===== src/rtl/mat_exec_pkg.sv =====
// mat_exec_pkg: shared constants, state encoding and element addressing for mat_exec_unit
// Contents: ELEM_W/DIM/WORD_W sizes, OP_* opcodes, state_t, elem_off() bit offset of element (r,c)
package mat_exec_pkg;
  localparam int ELEM_W = 16;
  localparam int DIM = 4;
  localparam int WORD_W = DIM * DIM * ELEM_W;
  localparam logic [2:0] OP_ADD = 3'd0;
  localparam logic [2:0] OP_SUB = 3'd1;
  localparam logic [2:0] OP_TRANS = 3'd2;
  localparam logic [2:0] OP_MUL = 3'd3;
  localparam logic [2:0] OP_SCALE = 3'd4;
  typedef enum logic [2:0] {S_IDLE, S_EXEC, S_MUL, S_WRITE, S_ERR} state_t;
  function automatic int elem_off(input int r, input int c);
    return ELEM_W * (DIM * r + c);
  endfunction
endpackage


===== src/rtl/mat_exec_unit_dot4.sv =====
// mat_dot4: combinational row-by-column dot product, truncated to ELEM_W
// Ports: row (DIM elements of A row), col (DIM elements of B column), dot (low ELEM_W bits of the sum)
module mat_dot4
  import mat_exec_pkg::*;
(
  input  logic [DIM*ELEM_W-1:0] row,
  input  logic [DIM*ELEM_W-1:0] col,
  output logic [ELEM_W-1:0]     dot
);
  logic [2*ELEM_W-1:0] acc;
  always_comb begin
    acc = '0;
    for (int k = 0; k < DIM; k++)
      acc = acc + 32'(row[k*ELEM_W +: ELEM_W]) * 32'(col[k*ELEM_W +: ELEM_W]);
  end
  assign dot = acc[ELEM_W-1:0];
endmodule


===== src/rtl/mat_exec_unit.sv =====
// mat_exec_unit: multi-cycle 4x4 matrix ADD/SUB/TRANSPOSE/MUL(/SCALE) stage feeding the data_mem write port
// Ports: clk, reset (async active-low); start/op/dest_ptr/scalar/opnd_a/opnd_b request captured in IDLE;
//        busy/done/err status; wr_en/wr_ptr/wr_data registered data_mem write port.
// Build option: define MAT_EXEC_SCALE_EN to make opcode 4 (SCALE) legal; otherwise it takes the error path.
module mat_exec_unit
  import mat_exec_pkg::*;
#(
  parameter int PTR_W = 3
) (
  input  logic              clk,
  input  logic              reset,
  input  logic              start,
  input  logic [2:0]        op,
  input  logic [PTR_W-1:0]  dest_ptr,
  input  logic [ELEM_W-1:0] scalar,
  input  logic [WORD_W-1:0] opnd_a,
  input  logic [WORD_W-1:0] opnd_b,
  output logic              busy,
  output logic              done,
  output logic              err,
  output logic              wr_en,
  output logic [PTR_W-1:0]  wr_ptr,
  output logic [WORD_W-1:0] wr_data
);
  state_t state, nxt;
  logic [2:0] op_q;
  logic [PTR_W-1:0] dest_q;
  logic [ELEM_W-1:0] scalar_q, dot;
  logic [WORD_W-1:0] a_q, b_q, result, ew;
  logic [DIM*ELEM_W-1:0] col;
  logic [3:0] idx;
  logic legal;
  int mr, mc;
  mat_dot4 u_dot (.row(a_q[elem_off(mr, 0) +: DIM*ELEM_W]), .col(col), .dot(dot));
  always_comb begin
    legal = op < OP_SCALE;
`ifdef MAT_EXEC_SCALE_EN
    legal = legal | (op == OP_SCALE);
`endif
    nxt = state == S_IDLE ? (start ? (!legal ? S_ERR : op == OP_MUL ? S_MUL : S_EXEC) : S_IDLE)
        : state == S_EXEC ? S_WRITE
        : state == S_MUL ? (idx == 4'd15 ? S_WRITE : S_MUL)
        : S_IDLE;
  end
  // elementwise result, evaluated on the captured operands
  always_comb begin
    ew = '0;
    for (int r = 0; r < DIM; r++)
      for (int c = 0; c < DIM; c++) begin
        ew[elem_off(r, c) +: ELEM_W] =
          op_q == OP_ADD ? a_q[elem_off(r, c) +: ELEM_W] + b_q[elem_off(r, c) +: ELEM_W]
        : op_q == OP_SUB ? a_q[elem_off(r, c) +: ELEM_W] - b_q[elem_off(r, c) +: ELEM_W]
        : a_q[elem_off(c, r) +: ELEM_W];
`ifdef MAT_EXEC_SCALE_EN
        if (op_q == OP_SCALE) ew[elem_off(r, c) +: ELEM_W] = a_q[elem_off(r, c) +: ELEM_W] * scalar_q;
`endif
      end
  end
  // MUL walks idx row-major; gather column mc of B for the shared dot product
  always_comb begin
    mr = int'(idx[3:2]);
    mc = int'(idx[1:0]);
    col = '0;
    for (int k = 0; k < DIM; k++) col[k*ELEM_W +: ELEM_W] = b_q[elem_off(k, mc) +: ELEM_W];
  end
  always_ff @(posedge clk or negedge reset)
    if (!reset) begin
      state <= S_IDLE;
      op_q <= '0;
      dest_q <= '0;
      scalar_q <= '0;
      a_q <= '0;
      b_q <= '0;
      idx <= '0;
      result <= '0;
      busy <= 1'b0;
      done <= 1'b0;
      err <= 1'b0;
      wr_en <= 1'b0;
      wr_ptr <= '0;
      wr_data <= '0;
    end else begin
      state <= nxt;
      busy <= state != S_IDLE;
      done <= state == S_WRITE || state == S_ERR;
      err <= state == S_ERR;
      wr_en <= state == S_WRITE;
      if (state == S_IDLE && start) begin
        op_q <= op;
        dest_q <= dest_ptr;
        scalar_q <= scalar;
        a_q <= opnd_a;
        b_q <= opnd_b;
        idx <= '0;
      end
      if (state == S_EXEC) result <= ew;
      if (state == S_MUL) begin
        result[elem_off(mr, mc) +: ELEM_W] <= dot;
        idx <= idx + 4'd1;
      end
      if (state == S_WRITE) begin
        wr_ptr <= dest_q;
        wr_data <= result;
      end
    end
endmodule


===== config.mk =====
export PLATFORM = sky130hd
export DESIGN_NAME = mat_exec_unit
export DESIGN_NICKNAME = d
export VERILOG_FILES = /design/src/rtl/mat_exec_pkg.sv /design/src/rtl/mat_exec_unit_dot4.sv /design/src/rtl/mat_exec_unit.sv
export SDC_FILE = /design/constraint.sdc
export NUM_CORES = 2
export LEC_CHECK = 0
export CORE_UTILIZATION = 50
export DETAILED_ROUTE_END_ITERATION = 6
export PLACE_DENSITY = 0.74
export SETUP_SLACK_MARGIN = 0.3
export SLEW_MARGIN = 30
export SYNTH_ARGS = -nofsm -noshare
export SYNTH_HDL_FRONTEND = slang
export SYNTH_HIERARCHICAL = 1
export SYNTH_SLANG_ARGS = --single-unit

===== constraint.sdc =====
create_clock -name clk -period 10 [get_ports clk]
set_input_delay 1.5 -clock clk [delete_from_list [all_inputs] [get_ports clk]]
set_output_delay 1.5 -clock clk [all_outputs]
set_load 0.02 [all_outputs]

==> summary.txt <==
Clock tree
  – Clk buf depth: 3
  – Clk root buf: clkbuf_16
  – H-tree levels: 3
  – Clock-pin slew on the worst setup and hold paths: 70 ps
  – Sink Count: 1044
  – Worst-Skew Late Latency: 830 ps
  – CTS tree: yes
  – Clock buffer count from CTS: 119

Layout
  – Reg area: 0.0261 mm²
  – Area of the multi-input gates: 0.0532 mm²
  – Layout Cells excl Fill: 13200
  – Layout cells sized above 1: 9.70%
  – Final net count: 12400
  – Layout area overhead: 21.7%
  – Fill count: 14800
  – Post-route cell area: 0.102 mm²

Setup path
  – Element type at the critical path start: register
  – Worst Path Buf+Inv: 8
  – Critical Path End Type: register
  – CP max stage delay: 640 ps
  – CP required: 10740 ps
  – WS Path Type: reg2reg
  – Crit path max fanout: 6
  – Crit path DAT: 10520 ps
  – Worst path top cell family by delay: adder cells
  – Slowest cell on crit path: fa_2

STA
  – Slew margin rel.: 17.6%
  – RSZ-0062 raised after global routing: true
  – Slew Viols, Final: 0
  – Fin. Hold Viols: 0
  – Min Tclk post-route: 9780 ps
  – Final setup TNS: 0 ps
  – Clk_skew: 44.6 ps
  – Highest Clock Rate: 0.102 GHz
  – Final critical-path share of the clock period: 97.8%
  – Worst Tran Pin Value: 1230 ps
  – Final setup violation count: 0

Outcome
  – Status: complete, but fails checks
  – Failing checks: DRC

Logic synthesis
  – Post-synth EDFFs: 0
  – Syn avg cell area: 8.46 µm²
  – Synthesis Warnings: 6
  – Syn Nets: 11600
  – Synth area leaders: dfrtp_1, nand2_1, fa_1
  – Yosys cell types: 101
  – Post-synthesis sequential area ratio: 31.0%
  – Area leader, netlist: dfrtp_1
  – Top cell type's share of synthesized area: 31.0%
  – Ys async rst share: 100%
  – Post-synthesis cell count: 9951
  – Ys flop type: dfrtp_1
  – Top-count cell post-synth: nand2_1
  – #FFs+latches synth: 1044
  – Synth cell count leaders: nand2_1, dfrtp_1, inv_1, ha_1, o21ai_0
  – Post-synthesis instance area: 0.0842 mm²

Detailed routing
  – Via count: 85300
  – DR vias/cell: 6.46
  – TritonRoute pass-1 iters: 7
  – DR WL/cell: 35.7 µm
  – ANT nets after route: 0
  – Total Wirelength: 471000 µm
  – 1st-iter DRT viols: 13100
  – DRC: 6

Placement
  – Placed cell area: 0.0970 mm²
  – Placer Congestion: 1.16
  – Inst Count DP: 12900
  – Port buffer count: 783
  – Detailed placement HPWL: 378000 µm

GRT
  – Total GRT Usage: 54.3%
  – Largest net degree at the start of global routing: 173
  – First-pass GRT wire length: 631000 µm
  – Initial antenna violation count: 98
  – Vias in the first global route: 79300
  – Grt ovf: 0

Flow run
  – Max cap viols: 0

Worst hold path
  – Worst hold path type: reg2reg

Floorplanning
  – Row count: 150
  – Die width: 412 µm
  – Die Ht: 412 µm
  – Core area: 0.167 mm²
  – Full die area: 0.170 mm²
  – Num ports: 800
  – Initial core utilization: 50.4%
[layer usage]
metal,share of wire [%],track usage [%],vias up
met1,34,64.1,41800
met3,14,20.5,1679
met2,39,73.3,6755
li1,-,-,35000
met4,13,55.9,24
met5,0.034,0,-
[sequential cells by signal, summed over array words and instances (netlist names)]
signal and flops:
done 1, err 1, result 256, a_q 256
wr_ptr 3, op_q 3, dest_q 3, wr_en 1
busy 1, b_q 256, state 3, idx 4
wr_data 256
[worst reg2reg max path, delay by kind of cell (launching register included)]
kind / cells / cell delay (ps)
buffers and inverters: 8 / 830
AOI/OAI and AO/OA: 2 / 220
DFF: 1 / 530
and+or+nand+nor: 4 / 740
xor gates and xnor gates: 7 / 1470
adders and majority gates: 10 / 5170
muxes: 2 / 740
[cell families after synthesis]
logic type	count (synthesis)	share of synthesized area, %
buffers and inverters	1507	6.82
AND/OR/NAND/NOR	3674	18.8
flip-flops	1044	31.0
multiplexers	175	3.98
AO/OA/AOI/OAI	2112	15.7
adder cells (fa/ha/maj)	1086	19.9
XOR/XNOR	353	3.73
[final cells by class]
cell class / instances / share of cell area (%)
Multi-Input combinational cell: 7403 / 51.9
Sequential cell: 1044 / 25.5
Timing Repair Buffer: 1300 / 12.0
Inverter: 953 / 3.50
Clock buffer: 146 / 3.17
Tap cell: 2204 / 2.69
Clock inverter: 78 / 1.02
Antenna cell: 76 / 0.186
[metrics by stage]
step | setup WS, ps | utilization (%) | hold WS (ps)
final | 220 | 61.3 | 470
after global routing | 68.6 | 61.2 | 479
after detailed placement | -484 | 58.0 | 451
after CTS | 300 | 60.7 | 468
after floorplan | 325 | - | 430
after global placement | -461 | 57.9 | 448
[final timing paths]
kind                                  startpoint               endpoint  slack, ps  cells past startpoint
max                           idx[0]$_DFFE_PN0P_  result[143]$_DFF_PN0_        220                     33
min                        dest_q[0]$_DFFE_PN0P_  wr_ptr[0]$_DFFE_PN0P_        470                      2
max reg2reg                   idx[0]$_DFFE_PN0P_  result[143]$_DFF_PN0_        220                     33
min reg2reg                dest_q[0]$_DFFE_PN0P_  wr_ptr[0]$_DFFE_PN0P_        470                      2
max in group asynchronous                  reset   a_q[185]$_DFFE_PN0P_       7020                      3
min in group asynchronous                  reset  wr_ptr[2]$_DFFE_PN0P_        730                      1
[what timing repair did]
action | 4_1_cts | 5_1_grt
gates cloned | 0 | 5
pin swaps | 7 | 30
gates resized for setup | 14 | 82
hold buffers | 0 | 0
buffers inserted | 13 | 27
setup endpoints to repair | 36 | 45
[cells in the final DEF, fill, tap and decap left out, drive strengths merged, types with 21 or more instances in the layout]
master         Yosys  routed
buf              103     514
a221oi            49      49
nand2           2365    2365
clkdlybuf4s50      0     782
o211ai           104     104
o21bai            49      49
and3              31      31
fa               422     422
a21oi            569     569
xnor2            270     270
a31oi             57      57
dfrtp           1044    1044
nand3            112     112
xor2              81      81
ha               664     664
nand2b            71      71
o21ai            674     674
inv              952     964
clkbuf           451     150
nor4              27      27
or3               51      51
o31ai             74      74
and2             298     298
mux4             128     131
nor2             400     400
a21boi            21      21
nor3             155     155
mux2i             46      46
a211oi           153     153
o21a              40      40
o22ai             27      27
a21o              61      61
clkinv             1      38
diode              0      76
nor2b             81      81
Power is left out: the tool's default activity adds up to more than one toggle a clock period on the data nets, which glitch-free logic cannot reach.
